## src/rtl/decode_stage.sv

```systemverilog
// decode_stage: pipelined RV32I(+M) decode with D/E register, handshake, load-use bubbles and bubble counter
module decode_stage #(
    parameter int XLEN            = 32,
    parameter int M_EXT           = 1,
    parameter int LOAD_USE_DETECT = 1,
    parameter int CNT_W           = 16
) (
    input  logic             clk,
    input  logic             rst,
    input  logic             in_valid,
    output logic             in_ready,
    input  logic [31:0]      instr,
    input  logic [XLEN-1:0]  pc,
    input  logic             stall,
    input  logic             flush,
    output logic             out_valid,
    output logic [XLEN-1:0]  out_pc,
    output logic [4:0]       out_rs1,
    output logic [4:0]       out_rs2,
    output logic [4:0]       out_rd,
    output logic [2:0]       out_funct3,
    output logic             out_funct7b5,
    output logic             Branch,
    output logic             Jump,
    output logic             MemWrite,
    output logic             ALUSrcA,
    output logic             ALUSrcB,
    output logic             RegWrite,
    output logic             LdSrc,
    output logic             StSrc,
    output logic             JalSrc,
    output logic [1:0]       ResultSrc,
    output logic [1:0]       ALUOp,
    output logic [2:0]       ImmSrc,
    output logic             out_muldiv,
    output logic             out_illegal,
    output logic [CNT_W-1:0] bubble_cnt
);
    localparam logic [6:0] OP_R = 7'b0110011, OP_I = 7'b0010011, OP_L = 7'b0000011,
                           OP_JALR = 7'b1100111, OP_S = 7'b0100011, OP_B = 7'b1100011,
                           OP_LUI = 7'b0110111, OP_AUIPC = 7'b0010111, OP_JAL = 7'b1101111;

    // ctrl = {Branch, Jump, ResultSrc[1:0], MemWrite, ALUSrcA, ALUSrcB, ImmSrc[2:0], RegWrite, ALUOp[1:0], LdSrc, StSrc, JalSrc}
    typedef struct packed {
        logic            valid;
        logic [XLEN-1:0] pc;
        logic [4:0]      rs1;
        logic [4:0]      rs2;
        logic [4:0]      rd;
        logic [2:0]      f3;
        logic            f7b5;
        logic [15:0]     ctrl;
        logic            muldiv;
        logic            illegal;
    } de_t;

    de_t              r_de;
    de_t              w_dec;
    logic [CNT_W-1:0] r_cnt;
    logic [15:0]      w_ctrl;
    logic             w_legal;
    logic             w_use1;
    logic             w_use2;
    logic             w_hazard;
    wire  [6:0]       w_op = instr[6:0];
    wire  [2:0]       w_f3 = instr[14:12];
    wire  [6:0]       w_f7 = instr[31:25];

    always_comb begin
        w_ctrl  = '0;
        w_legal = 1'b1;
        w_use1  = 1'b0;
        w_use2  = 1'b0;
        case (w_op)
            OP_R: begin
                w_ctrl  = 16'b0_0_00_0_0_0_000_1_10_0_0_0;
                w_legal = w_f7 == 7'b0000000 || w_f7 == 7'b0100000 || (M_EXT != 0 && w_f7 == 7'b0000001);
                w_use1  = 1'b1;
                w_use2  = 1'b1;
            end
            OP_I: begin
                w_ctrl = 16'b0_0_00_0_0_1_000_1_00_0_0_0;
                w_use1 = 1'b1;
            end
            OP_L: begin
                w_ctrl = {13'b0_0_01_0_0_1_000_1_00, w_f3[2], 2'b00};
                w_use1 = 1'b1;
            end
            OP_JALR: begin
                w_ctrl = 16'b0_1_10_0_0_1_000_1_00_0_0_0;
                w_use1 = 1'b1;
            end
            OP_S: begin
                w_ctrl = {13'b0_0_00_1_0_1_001_0_00, 1'b0, ~|w_f3, 1'b0};
                w_use1 = 1'b1;
                w_use2 = 1'b1;
            end
            OP_B: begin
                w_ctrl = 16'b1_0_00_0_0_0_010_0_01_0_0_1;
                w_use1 = 1'b1;
                w_use2 = 1'b1;
            end
            OP_LUI:   w_ctrl = 16'b0_0_00_0_0_1_100_1_11_0_0_0;
            OP_AUIPC: w_ctrl = 16'b0_0_00_0_1_1_100_1_11_0_0_0;
            OP_JAL:   w_ctrl = 16'b0_1_10_0_0_0_011_1_00_0_0_1;
            default:  w_legal = 1'b0;
        endcase
    end

    always_comb begin
        w_dec         = '0;
        w_dec.valid   = 1'b1;
        w_dec.pc      = pc;
        w_dec.rs1     = instr[19:15];
        w_dec.rs2     = instr[24:20];
        w_dec.rd      = instr[11:7];
        w_dec.f3      = w_f3;
        w_dec.f7b5    = instr[30];
        w_dec.ctrl    = w_legal ? w_ctrl : 16'd0;
        w_dec.muldiv  = M_EXT != 0 && w_op == OP_R && w_f7 == 7'b0000001;
        w_dec.illegal = !w_legal;
    end

    // A load in D/E whose destination feeds the incoming instruction needs one bubble
    assign w_hazard = LOAD_USE_DETECT != 0 && in_valid && r_de.valid && r_de.ctrl[13:12] == 2'b01 &&
                      r_de.rd != 5'd0 && ((instr[19:15] == r_de.rd && w_use1) || (instr[24:20] == r_de.rd && w_use2));
    assign in_ready = !stall && !flush && !w_hazard;

    always_ff @(posedge clk) begin
        if (rst || flush || (!stall && (w_hazard || !in_valid)))
            r_de <= '0;
        else if (!stall)
            r_de <= w_dec;
        if (rst)
            r_cnt <= '0;
        else if (!flush && !stall && w_hazard && !(&r_cnt))
            r_cnt <= r_cnt + 1'b1;
    end

    assign out_valid    = r_de.valid;
    assign out_pc       = r_de.pc;
    assign out_rs1      = r_de.rs1;
    assign out_rs2      = r_de.rs2;
    assign out_rd       = r_de.rd;
    assign out_funct3   = r_de.f3;
    assign out_funct7b5 = r_de.f7b5;
    assign {Branch, Jump, ResultSrc, MemWrite, ALUSrcA, ALUSrcB, ImmSrc, RegWrite, ALUOp, LdSrc, StSrc, JalSrc} = r_de.ctrl;
    assign out_muldiv   = r_de.muldiv;
    assign out_illegal  = r_de.illegal;
    assign bubble_cnt   = r_cnt;
endmodule

```

## config.mk

```make
export PLATFORM = sky130hd
export DESIGN_NAME = decode_stage
export DESIGN_NICKNAME = d
export VERILOG_FILES = /design/src/rtl/decode_stage.sv
export SDC_FILE = /design/constraint.sdc
export NUM_CORES = 1
export LEC_CHECK = 0
export BUFFER_PORTS_ARGS = -buffer_cell sky130_fd_sc_hd__buf_2
export CELL_PAD_IN_SITES_DETAIL_PLACEMENT = 1
export CELL_PAD_IN_SITES_GLOBAL_PLACEMENT = 1
export CORE_MARGIN = 4
export CORE_UTILIZATION = 31
export CTS_CLUSTER_SIZE = 28
export DETAILED_ROUTE_END_ITERATION = 10
export PLACE_DENSITY = 0.77
export RECOVER_POWER = 100
export SLEW_MARGIN = 20
export SYNTH_ARGS = -nofsm -noshare
export SYNTH_HDL_FRONTEND = slang
export SYNTH_SLANG_ARGS = --single-unit
```

## constraint.sdc

```tcl
create_clock -name clk -period 1.86 [get_ports clk]
set_clock_uncertainty 0.05 [all_clocks]
set_input_delay 0.186 -clock clk [delete_from_list [all_inputs] [get_ports clk]]
set_output_delay 0.186 -clock clk [all_outputs]
set_load 0.01 [all_outputs]
```

==> results_dict.tcl <==
set metrics [dict create \
    outcome "complete, but fails checks" \
    violations "negative setup slack" \
    dr.first_iter.drc_count 148 \
    worst_skew_pair.late_latency_ns 0.34 \
    min-delay-path-class "in2reg" \
    final_hold_violation_count 0 \
    htree_levels 3 \
    leakage_nw 2.442 \
    worst_pin_slew_ns 0.9333 \
    synth-async-reset-ratio 0 \
    regToRegSetupSlack_ns -0.46 \
    antenna_left 0 \
    synth-adder-area-share 0.003442 \
    synth_enable_flop_cells 0 \
    r2r-end "bubble_cnt[4]" \
    clock_tree.buffer_depth 2 \
    maxClockFrequency_mhz 431.8 \
    avgSynthCellArea_um2 9.133 \
    layout_min_cycle_time_ns 2.316 \
    ys_dominant_reg_cell "sky130_fd_sc_hd__dfxtp_1" \
    yosys-top-cells-area "sky130_fd_sc_hd__dfxtp_1 46%, sky130_fd_sc_hd__mux2i_1 15%, sky130_fd_sc_hd__nor2_1 8.3%" \
    place_congestion 0.7911 \
    ys_warn_count 0 \
    fp.dieArea_um2 13520 \
    core-area_um2 11470 \
    effective_utilization_at_floorplan 0.3170 \
    setup_viol 85 \
    worst_path_max_delay_cell "sky130_fd_sc_hd__or4_1" \
    synth_top_family_by_area "simple AND/OR/NAND/NOR gates" \
    tritoncts_num_sinks 84 \
    place.port_buffers 155 \
    ios 156 \
    r2r-start "out_rd[4]" \
    wire_per_inst_um 19.69 \
    r2r_cells 7 \
    timing.critical_path.from "out_rd[4]" \
    share_of_post_route_cells_with_drive_strength_above_1 0.4734 \
    grt_pass1_vias 4094 \
    wl_mm 15.06 \
    postSynthCellCount 398 \
    detailed_place_hpwl_mm 9.338 \
    cts_root_buf "sky130_fd_sc_hd__clkbuf_16" \
    route.vias.total 3890 \
    max-slew-margin-rel 0.3778 \
    wire_length_on_met1_mm 5.350 \
    drt_drc_violations_left 0 \
    critPathMaxFanout 7 \
    grt_remaining_overflow 0 \
    fp.dieW_um 116.3 \
    cp.arrival_ns 2.53 \
    synthMuxAreaShare 0.1460 \
    yosysTopAreaCell "sky130_fd_sc_hd__dfxtp_1" \
    pwr_density_cell_nw_per_um2 693.8 \
    ir_drop_v 0.0004154 \
    synth.cell_area_um2 3635 \
    vias_per_cell 5.085 \
    synth_xor_xnor_area_share 0.02651 \
    cp-start-kind "register" \
    synth_largest_type_area_fraction 0.4627 \
    synthDistinctLibCells 47 \
    cts_tree "done" \
    yosys-top-cells-count "84 x sky130_fd_sc_hd__dfxtp_1, 80 x sky130_fd_sc_hd__nor2_1, 53 x sky130_fd_sc_hd__mux2i_1" \
    crit_end "bubble_cnt[4]" \
    synth_compound_area_frac 0.1133 \
    yosys.cell_count.top_type "sky130_fd_sc_hd__dfxtp_1" \
    cts.clk_slew.worst_paths_ns 0.06 \
    timing.critical_path.required_ns 2.07 \
    timing.max_cap.violations 0 \
    yosys_reg_bits 84 \
    top_layer_used "met4" \
    maximum_number_of_pins_on_one_net_before_global_route_repair 68 \
    areaGrowthSynthToFinish_pct 69.74 \
    synth_simple_gate_area_frac 0.2055 \
    wl_met3_mm 1.020 \
    global_route.usage.total 0.1978 \
    floorplan.die.height_um 116.3 \
    drt_first_pass_iters 6 \
    worst_hold_slack_ns 0.03706 \
    slew_violations 0 \
    rsz0062_at_grt "yes" \
    nets 686 \
    seq_area_frac_synth 0.4627 \
    critical_path_class "reg2reg" \
    synth.net_count 468 \
    number_of_buffers_inserted_during_clock_tree_synthesis 9 \
    crit_path_cell_trace "xnor2_2 > nand4_1 > a2111oi_4 > o21ai_4 > buf_12 > or4_1 > a21oi_1" \
    fin_crit_sh 1.245 \
    first_pass_grt_wire_length_mm 20.81 \
    postLayoutSetupSlackWorst_ns -0.4557 \
    pre_cts_slack_ns -0.3290 \
    critPathMaxStageDelay_ns 0.53 \
    sum_of_met2_wire_segment_lengths_after_detailed_routing_mm 8.360 \
    row_count 39 \
    critPathCaptureType "register" \
    grt_antenna_before_repair 1 \
    setup_total_negative_slack_ns -29.87 \
]
-- cell type report --
class                   count  area (µm²)
diodes                      1       2.502
clock inverters             4       30.03
fillers                  1326        5298
inverters                  10       37.54
well taps                 143       178.9
repair buffers            232        1513
flip-flops and latches     84        1702
multi-input cells         279        2429
clock buffers              12       277.8
-- power by group --
| part | internal (mW) | switching [mW] | total, mW |
|---|---|---|---|
| Sequential | 1.83 | 0.0218 | 1.85 |
| Combinational | 0.275 | 0.316 | 0.591 |
| Clock | 1.06 | 0.782 | 1.84 |
| Total | 3.16 | 1.12 | 4.28 |
-- logic make-up (layout without fill, tap and decap cells) --
| group | after synthesis | after routing |
|---|---|---|
| mux | 53 | 53 |
| flops | 84 | 84 |
| buf+inv | 35 | 258 |
| simple gates | 150 | 150 |
| xor+xnor | 11 | 11 |
| compound gates | 64 | 64 |
| fa+ha+maj | 1 | 1 |
| other cells | 0 | 1 |
-- routing by layer --
layer / vias to the layer above / GRT usage
met1: 1898 / 0.2127
met4: 0 / 0.07502
li1: 1829 / -
met3: 28 / 0.06995
met2: 135 / 0.3551
met5: - / 0
-- timing repair --
action	4_1_cts	5_1_grt
setup buffers	10	11
pin swaps	30	65
gates cloned	4	5
resized for setup	44	137
endpoints found under the setup margin	85	85
hold buffers	0	0
-- metrics by stage --
step	std cells	utilization	area, µm²	total power [mW]
2_1_floorplan	398	-	3681	2.089
3_3_place_gp	722	0.4307	4938	2.287
3_5_place_dp	722	0.4307	4938	2.306
4_1_cts	752	0.4889	5607	4.194
5_1_grt	765	0.5380	6170	4.441
6_report	765	0.5380	6170	4.281
-- state kept, by name, indices dropped and copies added (netlist names), 2 cells and up --
signal / flops
ALUOp: 2
ImmSrc: 3
bubble_cnt: 16
out_funct3: 3
out_pc: 32
out_rd: 5
out_rs1: 5
out_rs2: 5
-- worst max-delay path: cells and delay by family, from the launching register on --
family                 cells  cell delay, ns
buffers and inverters      1            0.15
XOR/XNOR                   1            0.11
AO/OA/AOI/OAI              3            0.80
flip-flops                 1            0.39
AND/OR/NAND/NOR            2            0.74
-- cells in the final DEF (no fill, tap or decap), types with 8 or more instances in the layout --
cell	n
sky130_fd_sc_hd__a21oi_1	18
sky130_fd_sc_hd__a21oi_2	11
sky130_fd_sc_hd__buf_12	8
sky130_fd_sc_hd__buf_2	81
sky130_fd_sc_hd__buf_4	54
sky130_fd_sc_hd__buf_6	10
sky130_fd_sc_hd__clkbuf_1	73
sky130_fd_sc_hd__clkbuf_16	14
sky130_fd_sc_hd__dfxtp_1	78
sky130_fd_sc_hd__inv_1	9
sky130_fd_sc_hd__mux2i_1	53
sky130_fd_sc_hd__nand2_1	11
sky130_fd_sc_hd__nand3_1	9
sky130_fd_sc_hd__nor2_1	18
sky130_fd_sc_hd__nor2_2	14
sky130_fd_sc_hd__nor2_4	49
sky130_fd_sc_hd__or4_4	10
-- how the worst min path moves through the flow --
stage | start | end | slack (ns) | depth (start not counted)
final | pc[16] | out_pc[16] | 0.04 | 3
after global routing | pc[7] | out_pc[7] | 0.07 | 3
after CTS | pc[28] | out_pc[28] | 0.02 | 3
after detailed placement | pc[6] | out_pc[6] | 0.38 | 3
after global placement | pc[24] | out_pc[24] | 0.36 | 3
after floorplan | instr[8] | out_rd[1] | 0.28 | 2
(Power assumes the default switching activity.)
